**src/rtl/exe_muldiv_seq.sv**
```systemverilog
// Sequential 32-cycle multiply/divide unit for the EX stage.
// Radix-2 shift-add multiply and restoring divide on operand magnitudes, sign fix-up at the end.
module exe_muldiv_seq #(
    parameter int DATA_W = 32
) (
    input  logic              CLK,
    input  logic              nRST,
    input  logic              start,
    input  logic [1:0]        op,
    input  logic [DATA_W-1:0] porta,
    input  logic [DATA_W-1:0] portb,
    input  logic              flush,
    output logic              stall,
    output logic              busy,
    output logic              done,
    output logic [DATA_W-1:0] hi,
    output logic [DATA_W-1:0] lo,
    output logic              div_zero
);

    localparam logic [1:0] IDLE = 2'd0;
    localparam logic [1:0] CALC = 2'd1;
    localparam logic [1:0] FIX  = 2'd2;
    localparam logic [1:0] DONE = 2'd3;

    logic [1:0]          state;
    logic [4:0]          cnt;
    logic                is_div;
    logic                neg_lo;
    logic                neg_hi;
    logic [DATA_W-1:0]   acc_hi;
    logic [DATA_W-1:0]   acc_lo;
    logic [DATA_W-1:0]   opb;

    logic                idle_like;
    logic                sa;
    logic                sb;
    logic [DATA_W-1:0]   mag_a;
    logic [DATA_W-1:0]   mag_b;
    logic                dz;
    logic [DATA_W:0]     msum;
    logic [DATA_W:0]     dtrial;
    logic                dge;
    logic [2*DATA_W-1:0] prod_neg;

    assign idle_like = (state == IDLE) || (state == DONE);
    assign busy      = (state == CALC) || (state == FIX);
    assign done      = (state == DONE);
    assign stall     = (start & ~flush & idle_like) | busy;

    assign sa    = op[0] & porta[DATA_W-1];
    assign sb    = op[0] & portb[DATA_W-1];
    assign mag_a = sa ? (~porta + DATA_W'(1)) : porta;
    assign mag_b = sb ? (~portb + DATA_W'(1)) : portb;
    assign dz    = op[1] & (portb == '0);

    // Multiply: conditionally add the multiplicand into the upper half, keep the carry for the shift.
    assign msum = {1'b0, acc_hi} + {1'b0, (acc_lo[0] ? opb : '0)};

    // Divide: partial remainder is always below the divisor, so bit DATA_W flags a negative trial.
    assign dtrial = {acc_hi, acc_lo[DATA_W-1]} - {1'b0, opb};
    assign dge    = ~dtrial[DATA_W];

    assign prod_neg = ~{acc_hi, acc_lo} + (2*DATA_W)'(1);

    always_ff @(posedge CLK or negedge nRST) begin
        if (!nRST) begin
            state    <= IDLE;
            cnt      <= '0;
            is_div   <= 1'b0;
            neg_lo   <= 1'b0;
            neg_hi   <= 1'b0;
            acc_hi   <= '0;
            acc_lo   <= '0;
            opb      <= '0;
            hi       <= '0;
            lo       <= '0;
            div_zero <= 1'b0;
        end else if (flush) begin
            state <= IDLE;
        end else begin
            unique case (state)
                IDLE, DONE: begin
                    state <= IDLE;
                    if (start) begin
                        cnt      <= '0;
                        is_div   <= op[1];
                        neg_lo   <= sa ^ sb;
                        neg_hi   <= op[1] ? sa : (sa ^ sb);
                        acc_hi   <= '0;
                        acc_lo   <= mag_a;
                        opb      <= mag_b;
                        div_zero <= 1'b0;
                        if (dz) begin
                            state    <= DONE;
                            hi       <= porta;
                            lo       <= '1;
                            div_zero <= 1'b1;
                        end else begin
                            state <= CALC;
                        end
                    end
                end
                CALC: begin
                    if (is_div) begin
                        acc_hi <= dge ? dtrial[DATA_W-1:0]
                                      : {acc_hi[DATA_W-2:0], acc_lo[DATA_W-1]};
                        acc_lo <= {acc_lo[DATA_W-2:0], dge};
                    end else begin
                        {acc_hi, acc_lo} <= {msum, acc_lo[DATA_W-1:1]};
                    end
                    cnt <= cnt + 5'd1;
                    if (cnt == 5'd31) state <= FIX;
                end
                FIX: begin
                    if (is_div) begin
                        lo <= neg_lo ? (~acc_lo + DATA_W'(1)) : acc_lo;
                        hi <= neg_hi ? (~acc_hi + DATA_W'(1)) : acc_hi;
                    end else if (neg_lo) begin
                        {hi, lo} <= prod_neg;
                    end else begin
                        {hi, lo} <= {acc_hi, acc_lo};
                    end
                    state <= DONE;
                end
                default: state <= IDLE;
            endcase
        end
    end

endmodule

```
**config.mk**
```make
export PLATFORM = sky130hd
export DESIGN_NAME = exe_muldiv_seq
export DESIGN_NICKNAME = d
export VERILOG_FILES = /design/src/rtl/exe_muldiv_seq.sv
export SDC_FILE = /design/constraint.sdc
export NUM_CORES = 1
export LEC_CHECK = 0
export BUFFER_PORTS_ARGS = -buffer_cell sky130_fd_sc_hd__buf_2
export CAP_MARGIN = 5
export CORE_ASPECT_RATIO = 0.75
export CORE_MARGIN = 3
export CORE_UTILIZATION = 55
export DETAILED_ROUTE_END_ITERATION = 10
export PLACE_DENSITY = 0.79
export RECOVER_POWER = 25
export SKIP_LAST_GASP = 1
export SYNTH_ARGS = -nofsm -noshare
export SYNTH_HDL_FRONTEND = slang
export SYNTH_SLANG_ARGS = --single-unit
```
**constraint.sdc**
```tcl
create_clock -name CLK -period 3 [get_ports CLK]
set_input_delay 0.6 -clock CLK [delete_from_list [all_inputs] [get_ports CLK]]
set_output_delay 0.6 -clock CLK [all_outputs]
set_load 0.02 [all_outputs]
```
==> run metrics, run 1 <==
CTS tree=done; vias per cell=approximately 6.3; total CTS buffers=17; Slowest-stage cell, CP=a2111o_1; WP data required=roughly 3300 ps; Syn Inst Count=about 1800; Critical Path Source Type=flip-flop; Maximum Capacitance Violations=1; CTS hold repair buffers=0; Syn Std Cell Area=about 14000 µm²; Post-synth EDFFs=0; RSZ-0062 raised after global routing=yes; synth unique cells=74; clock root cell=clkbuf_16; Die Area=27570 µm²; status=complete, but fails checks; GR Util All Layers=0.3445; flop2flop setup slack=-330 ps; Fmax=300.3 MHz; VDD IR max=around 0.9 mV; Crit Reg-Reg Endpoint=acc_hi[27]; async set or reset register ratio after synthesis=1.000; Worst R2R Start=opb[0]; Die Ht=144.5 µm; Setup TNS=-2672 ps; Setup WS post-layout=-330.3 ps; vias in the first global route=approximately 14000; Hold Crit Class=input port to flip-flop; Tightest Pin Transition=roughly 1600 ps; row cnt=50; post-synthesis sequential area ratio=0.3040; Tmin final=around 3300 ps; Synth Flop Type=dfrtp_1; Die Span X=between 150 and 200 µm; crit path capture=acc_hi[27]; Area Growth Syn to Fin=31.93%; Final ANT Viol Nets=0; crit path DAT=3630 ps; Final #Nets=2273; Worst R2R Path Depth=14; Critical Path Fanout Max=3; Slew Viols, Final=27; worst hold margin=433.9 ps; WHS Path Cells=2; clock latency on the worst-skew pair=roughly 450 ps; critical path's top delay family=compound AO/OA/AOI/OAI gates; setup violators final=19; vias after detailed routing=roughly 16000; Fin. Hold Viols=0; Worst Skew=roughly 10 ps; Setup Crit Path Kind=flip-flop to flip-flop; layout cells sized above 1=0.2896; Detail Placement HPWL=approximately 36 mm; crit-path cells=buf_6, and2_4, ha_4, inv_2, fa_2, nor2b_2, o211ai_1, a31oi_1, o21a_2, a2111o_1, and3_4, or4_1, a32oi_1, o221ai_1; Yosys reg bits=171; initial antenna violation count=0; relative slew slack=-0.04740; final core occ=0.7402; Total Wirelength=50.53 mm; slowest stage delay, CP=around 430 ps; Ports=around 140; largest net degree at the start of global routing=80; crit end category=flip-flop; PwrDens=1131 nW/µm²; clock sinks=171; leak pwr=8.522 nW; Congestion Overflow GR=0; DR WL/cell=about 20 µm; H-tree depth=4; WP buf/inv=2; Worst setup startpoint=opb[0]; first-pass GRT wire length=between 70 and 80 mm; failing checks=max-capacitance violations, max-slew violations, negative setup slack; Iter 0 DRT Violations=around 1800; Syn. warnings=0; initial core utilization=0.5610; pre-CTS WS=-489.2 ps; Mean Syn Cell Area=about 8.0 µm²; clock slew at reported path FFs=~70 ps; final instance area=18570 µm²; DR pass1 iterations=6; core area=approximately 25000 µm²; Port Buffers=137; CTS Buffer Depth=2; Final Cycle Share=1.110; Ant. Diodes=0; Stages on worst setup path=14; drt drc=0; syn nets=approximately 1900; fillers=~1800; placed cell areas=16930 µm²; GP Congestion=slightly below 1
==> Yosys cell counts, types with 45 or more instances <==
cell type | count | area (µm²)
a21oi_1 | 96 | 480.5
a31oi_1 | 45 | 281.5
clkbuf_1 | 71 | 266.5
dfrtp_1 | 171 | 4279
ha_1 | 73 | 913.4
inv_1 | 66 | 247.7
mux2i_1 | 76 | 760.7
nand2_1 | 239 | 897.1
nor2_1 | 134 | 503.0
o21ai_0 | 230 | 1151
xnor2_1 | 94 | 823.3
xor2_1 | 80 | 700.7
==> power by group <==
part	switching, mW	internal [mW]
Combinational	8.27	6.32
Clock	1.08	1.25
Sequential	0.814	3.27
==> worst reg2reg max path, stage by stage (launching register included) <==
cell and delay, ps:
dfrtp_1 400, buf_6 130, and2_4 160, ha_4 160, inv_2 60, fa_2 220
nor2b_2 50, o211ai_1 220, a31oi_1 160, o21a_2 270, a2111o_1 430, and3_4 190
or4_1 390, a32oi_1 190, o221ai_1 170
==> sequential cells by signal, indices dropped and copies added (netlist names) <==
register / count
neg_hi: 1
state: 2
lo: 32
acc_hi: 32
acc_lo: 32
neg_lo: 1
is_div: 1
hi: 32
div_zero: 1
opb: 32
cnt: 5
==> cell usage in the layout (no fill, tap or decap), types with 7 or more instances in the layout <==
cell       count
a21o_1        23
a21oi_1       75
a21oi_2       18
a22oi_1       17
a31oi_1       43
and3_1        10
buf_2        136
buf_4        281
buf_6         15
clkbuf_16     18
dfrtp_1      169
ha_1          57
ha_4          13
inv_1         52
inv_2         12
mux2i_1       73
nand2_1      235
nand2b_1      12
nand3_1       30
nor2_1       129
nor2b_1       11
nor3_1        22
nor4_1        11
o211ai_1       8
o21a_1        10
o21ai_0      199
o21ai_1       30
o21ai_2        9
o31ai_1       30
o41ai_1        9
or2_2          7
or3_1         14
or3_4          7
or4_1         10
xnor2_1       90
xor2_1        80
==> stage by stage <==
stage / cells / total power, mW
finish: 2479 / 21.00
CTS: 2464 / 19.76
detailed placement: 2409 / 16.60
global placement: 2409 / 16.27
global route: 2479 / 22.20
floorplan: 1760 / 11.74
==> cell type report <==
class / instances / area [µm²] / area share
Inverter: 66 / 255.2 / 0.01375
Sequential cell: 171 / 4282 / 0.2306
Multi-Input combinational cell: 1428 / 9857 / 0.5308
Clock inverter: 14 / 157.7 / 0.008490
Tap cell: 338 / 422.9 / 0.02277
Timing Repair Buffer: 444 / 3166 / 0.1705
Clock buffer: 18 / 429.2 / 0.02311
==> worst min path at each step <==
stage,to,from
floorplan,acc_hi[0],nRST
global placement,div_zero,div_zero
detailed placement,div_zero,div_zero
CTS,lo[23],nRST
global route,is_div,op[1]
finish,is_div,op[1]
==> logic make-up after synthesis <==
family,count (synthesis),share of synthesized area
adders and majority gates,75,0.06774
xor gates and xnor gates,174,0.1083
muxes,77,0.05485
buffers and inverters,161,0.04560
and+or+nand+nor,559,0.1853
DFF,171,0.3040
AOI/OAI and AO/OA,543,0.2342
==> routing by layer <==
layer | global-route usage | up-vias | wire [µm]
met5 | 0 | - | 0
met4 | 0.1003 | 0 | 1584
met3 | 0.07996 | 175 | 5335
met2 | 0.5440 | 924 | 22490
met1 | 0.4768 | 7404 | 21120
li1 | - | 7030 | -
==> repair_timing <==
action | in CTS | in global routing
pin swaps | 39 | 68
resized for setup | 82 | 112
setup buffers | 25 | 19
endpoints found under the setup margin | 42 | 57
cloned | 1 | 1
(Power assumes the default switching activity.)
==> inputs of run 2 (changes only) <==
clock period = 2.9 ns   (was 3 ns; I/O delays follow)
==> run metrics, run 2 (synthesis results as in run 1) <==
clock root cell=clkbuf_16; Total Wirelength=50.36 mm (-0.33%); most frequent cells in the layout=311 x buf_4, 235 x nand2_1, 184 x o21ai_0; Fmax=303.4 MHz (+1.0%); total CTS buffers=17 (unchanged); Worst Skew=12.12 ps (+1.674 ps); Iter 0 DRT Violations=1792 (-1.1%); Hold Crit Class=input port to flip-flop; Finished Layout Cells=2517 (+1.5%); clock latency on the worst-skew pair=450 ps (about the same); leak pwr=8.704 nW (+2.1%); clock sinks=171 (unchanged); row cnt=50 (unchanged); Maximum Capacitance Violations=1 (unchanged); placed cell areas=17320 µm² (+2.3%); Die Area=27570 µm² (unchanged); GR Util All Layers=0.3585 (+0.01395); Fin. Hold Viols=0 (unchanged); Setup Crit Path Kind=flip-flop to flip-flop; Final #Nets=2311 (+1.7%); CTS tree=done; Tightest Pin Transition=1936 ps (+365.3 ps); largest net degree at the start of global routing=73 (-8.8%); vias per cell=6.248 (-0.28%); CTS Buffer Depth=2 (unchanged); clock slew at reported path FFs=70 ps (about the same); Most common cell on crit path=buf_6; GP Congestion=0.9938 (+2.6%); first-pass GRT wire length=78.23 mm (+3.9%); Placed Cells=2449 (+1.7%); Power, Total=22.40 mW (+6.7%); Critical Path Fanout Max=6 (+3); core area=25090 µm² (unchanged); Setup TNS=-9772 ps (-7100 ps); WP buf/inv=4 (+2); Congestion Overflow GR=0 (unchanged); vias in the first global route=14550 (+1.9%); Area Growth Syn to Fin=33.50%; PwrDens=1192 nW/µm² (+5.4%); CTS hold repair buffers=0 (unchanged); failing checks=max-capacitance violations, max-slew violations, negative setup slack; status=complete, but fails checks; initial core utilization=0.5610 (unchanged); layout cells sized above 1=0.3015 (+0.01193); WP data required=3230 ps (-70 ps); Ports=138 (unchanged); Slew Viols, Final=73 (+170%); crit-path cells=buf_4, buf_6, ha_4, fa_2, nor2b_4, o31ai_4, a211oi_4, nor3_4, nor2_4, o31a_1, and2_4, buf_6, buf_6, mux2i_2, o21ai_1; Tmin final=3296 ps (-34.12 ps); crit end category=flip-flop; H-tree depth=4 (unchanged); most common cell after layout, fill and taps aside=buf_4; Die Ht=144.5 µm (unchanged); relative slew slack=-0.2909 (-0.2435); drt drc=0 (unchanged); worst hold margin=416.4 ps (-17.43 ps); Ant. Diodes=0 (unchanged); Final ANT Viol Nets=0 (unchanged); Critical Path Source Type=flip-flop; initial antenna violation count=0 (unchanged); slowest stage delay, CP=400 ps (-30 ps); Port Buffers=137 (unchanged); Final Cycle Share=1.137 (+0.02652); Detail Placement HPWL=36.25 mm (+1.1%); setup violators final=37 (+18); Setup WS post-layout=-396.2 ps (-65.88 ps); RSZ-0062 raised after global routing=yes; DR WL/cell=20.01 µm (-1.8%); vias after detailed routing=15730 (+1.2%); DR pass1 iterations=8 (+2); Die Span X=190.7 µm (unchanged); VDD IR max=0.7836 mV (-13%); crit path DAT=3620 ps (about the same); final instance area=18790 µm² (+1.2%); critical path's top delay family=compound AO/OA/AOI/OAI gates; Slowest-stage cell, CP=dfrtp_1
## run 2: cell count changes in the layout (fill, tap and decap cells not counted), sizes merged
cell | previous run | this run
and2 | 7 | 8
buf | 440 | 478
bufinv | 2 | 1
clkinv | 4 | 5
inv | 72 | 71
## run 2: worst register-to-register path, stage by stage, from the launching register on
cell      delay, ps
dfrtp_1         400
buf_4           140
buf_6           120
ha_4            150
fa_2            370
nor2b_4         170
o31ai_4         110
a211oi_4        340
nor3_4          100
nor2_4          170
o31a_1          260
and2_4          290
buf_6           150
buf_6           100
mux2i_2         220
o21ai_1          90
## run 2: worst paths after layout
check / end / slack (ps) / from / depth (start not counted)
max in group asynchronous: acc_hi[18] / 270 / nRST / 2
worst min-delay path: is_div / 420 / op[1] / 2
worst min register to register: hi[1] / 460 / hi[1] / 2
worst max register to register: acc_hi[15] / -400 / opb[0] / 15
worst max-delay path: acc_hi[15] / -400 / opb[0] / 15
min in group asynchronous: lo[24] / 630 / nRST / 1
## run 2: area by class of cell
type | count | area, µm²
Tap cell | 338 | 422.9
Clock buffer | 19 | 452.9
Timing Repair Buffer | 481 | 3451
Fill cell | 1801 | 6297
Inverter | 66 | 250.2
Multi-Input combinational cell | 1429 | 9794
Clock inverter | 13 | 131.4
Sequential cell | 171 | 4287
## run 2: routing by layer
metal | vias up | GRT usage | routed length [µm] | part of all wire
met1 | 7482 | 0.5132 | 21280 | 0.42
met2 | 970 | 0.5451 | 22010 | 0.44
met4 | 0 | 0.1316 | 1781 | 0.035
met5 | - | 0 | 0 | 0
met3 | 176 | 0.06591 | 5287 | 0.10
li1 | 7099 | - | - | -
## run 2: metrics by stage
step	utilization	setup WS (ps)
floorplan	-	-115.7
detailed placement	0.6904	-599.0
global route	0.7490	-508.7
CTS	0.7361	-362.1
global placement	0.6904	-605.4
finish	0.7490	-396.2
## run 2: power by group
group	switching [mW]	total [mW]	internal (mW)	leakage, nW
clock network	1.13	2.38	1.25	0.283
logic	8.92	15.9	6.94	6.32
registers	0.780	4.16	3.38	2.10
total	10.8	22.4	11.6	8.70
## run 2: what timing repair did
action | in CTS | in global routing
endpoints found under the hold margin | 0 | 0
setup buffers | 30 | 13
gates cloned | 2 | 1
pin swaps | 46 | 63
resized for setup | 105 | 98
endpoints found under the setup margin | 45 | 88
==> inputs of run 3 (changes only) <==
PLACE_DENSITY = 0.76   (was 0.79)
clock period = 3.7 ns   (was 2.9 ns; I/O delays follow)
==> run metrics, run 3 (synthesis results as in run 1) <==
clock slew at reported path FFs=70 ps (about the same); initial core utilization=0.5610 (unchanged); Placed Cells=2212 (-9.7%); Finished Layout Cells=2247 (-11%); Final Cycle Share=0.9677 (-0.1689); Crit Reg-Reg Endpoint=acc_hi[27]; crit-path cells=buf_4, and2_1, ha_1, inv_1, fa_1, nor2b_1, o211ai_1, a31oi_2, o21a_1, a2111o_1, and3_4, or4_1, a32oi_2, o221ai_1; Worst R2R Start=acc_lo[0]; core area=25090 µm² (unchanged); crit path DAT=3890 ps (+270 ps); Seq pwr share=0.248 (+0.062); Iter 0 DRT Violations=1550 (-14%); VDD IR max=0.4757 mV (-39%); drt drc=0 (unchanged); Ant. Diodes=0 (unchanged); Tightest Pin Transition=1722 ps (-214.4 ps); Worst Skew=13.23 ps (+1.114 ps); fillers=2224 (+23%); most frequent cells in the layout=239 x nand2_1, 229 x o21ai_0, 170 x dfrtp_1; Tmin final=3581 ps (+284.3 ps); Critical Path Fanout Max=6 (unchanged); DR WL/cell=19.42 µm (-2.9%); vias after detailed routing=13780 (-12%); Worst R2R Path Depth=14 (-1); Combinational Power Share=0.629 (-0.079); clock latency on the worst-skew pair=450 ps (about the same); largest net degree at the start of global routing=75 (+2.7%); Hold Crit Class=flip-flop to flip-flop; leak pwr=7.221 nW (-17%); Slew Viols, Final=62 (-15%); initial antenna violation count=0 (unchanged); H-tree depth=4 (unchanged); layout cells sized above 1=0.1467 (-0.1548); PwrDens=884.2 nW/µm² (-26%); slowest stage delay, CP=490 ps (+90 ps); Port Buffers=137 (unchanged); setup violators final=0 (-100%); most common cell after layout, fill and taps aside=nand2_1; busiest grt layer=met1; Total Wirelength=43.63 mm (-13%); Switching Share=0.5032 (+0.01999); CTS hold repair buffers=0 (unchanged); Area Growth Syn to Fin=13.70%; Maximum Capacitance Violations=1 (unchanged); vias in the first global route=12700 (-13%); Fmax=279.3 MHz (-7.9%); DR pass1 iterations=6 (-2); GR Util All Layers=0.3153 (-0.04315); clock sinks=171 (unchanged); clock root cell=clkbuf_16; Ports=138 (unchanged); Setup Crit Path Kind=flip-flop to flip-flop; Slowest-stage cell, CP=a2111o_1; Final ANT Viol Nets=0 (unchanged); Fin. Hold Viols=0 (unchanged); Die Ht=144.5 µm (unchanged); Final #Nets=2041 (-12%); GP Congestion=0.9513 (-4.3%); Clk pwr share=0.123 (+0.017); final core occ=0.6379 (-0.1111); met1 GRT Util=0.4775 (-0.03573); P_sw=7.120 mW (-34%); CTS Buffer Depth=2 (unchanged); Die Area=27570 µm² (unchanged); row cnt=50 (unchanged); Worst setup startpoint=acc_lo[0]; Critical Path Source Type=flip-flop; Congestion Overflow GR=0 (unchanged); flop2flop setup slack=120 ps (+520 ps); relative slew slack=-0.1480 (+0.1429); GRT met2 Usage=0.4613 (-0.08379); Detail Placement HPWL=32.61 mm (-10%); status=complete, but fails checks; Setup WS post-layout=119.4 ps (+515.7 ps); Internal Power=7.030 mW (-39%); Die Span X=190.7 µm (unchanged); WP data required=4010 ps (+780 ps); vias per cell=6.131 (-1.9%); met3 usage=0.05767 (-0.008238); total CTS buffers=17 (unchanged); first-pass GRT wire length=68.94 mm (-12%); pre-CTS WS=-23.57 ps (+575.5 ps); CTS tree=done; crit end category=flip-flop; crit path capture=acc_hi[27]; failing checks=max-capacitance violations, max-slew violations
[run 3: changes by cell type in the layout (fill, tap and decap cells not counted), sizes merged]
cell	change
inv	-2
bufinv	-1
clkinv	+1
clkinvlp	+1
buf	-268
and2	-1
[run 3: power by group through the flow]
| stage | combinational [mW] | sequential (mW) | clock (mW) |
|---|---|---|---|
| after global routing | 9.77 | 3.62 | 1.83 |
| after floorplan | 5.86 | 3.65 | 0 |
| after detailed placement | 8.67 | 3.51 | 0 |
| after global placement | 8.52 | 3.49 | 0 |
| after CTS | 8.73 | 3.49 | 1.75 |
| final | 8.90 | 3.51 | 1.74 |
[run 3: timing repair]
action                     in CTS  in global routing
resized for setup               0                  8
setup endpoints to repair       0                 32
setup buffers                   0                  3
[run 3: cell type report]
| class | instances | area [µm²] | area share |
|---|---|---|---|
| inverter | 66 | 247.7 | 0.01548 |
| clock inverter | 12 | 90.09 | 0.005629 |
| clock buffer | 20 | 456.7 | 0.02854 |
| multi-input combinational | 1428 | 9203 | 0.5751 |
| sequential | 171 | 4280 | 0.2675 |
| tap | 338 | 422.9 | 0.02643 |
| timing repair buffer | 212 | 1303 | 0.08139 |
[run 3: metrics by stage]
stage               hold slack (ps)  TNS [ps]  instance area (µm²)  power, mW
global placement              459.8         0                15410      12.02
floorplan                     444.4         0                14070      9.511
CTS                           299.4         0                15960      13.96
detailed placement            465.6    -133.2                15410      12.18
global route                  510.1    -4.882                16000      15.22
finish                        480.2         0                16000      14.15
[run 3: metal layers]
metal  routed length [µm]  vias to the layer above
met4                  975                        0
met1                20630                     6588
met5                    0                        -
li1                     -                     6566
met2                18490                      552
met3                 3536                       71
[run 3: critical path: cells and delay by family (launching register included)]
kind	cells	cell delay, ps
DFF	1	380
adders and majority gates	2	430
buffers and inverters	2	250
AOI/OAI and AO/OA	6	1570
and+or+nand+nor	4	830
[run 3: worst min-delay path by stage]
stage / slack, ps / end / cells past startpoint / from
after floorplan: 440 / acc_hi[0] / 0 / nRST
after global placement: 460 / div_zero / 2 / div_zero
after detailed placement: 470 / hi[16] / 2 / hi[16]
after CTS: 300 / lo[26] / 1 / nRST
after global routing: 510 / div_zero / 2 / div_zero
final: 480 / hi[16] / 2 / hi[16]
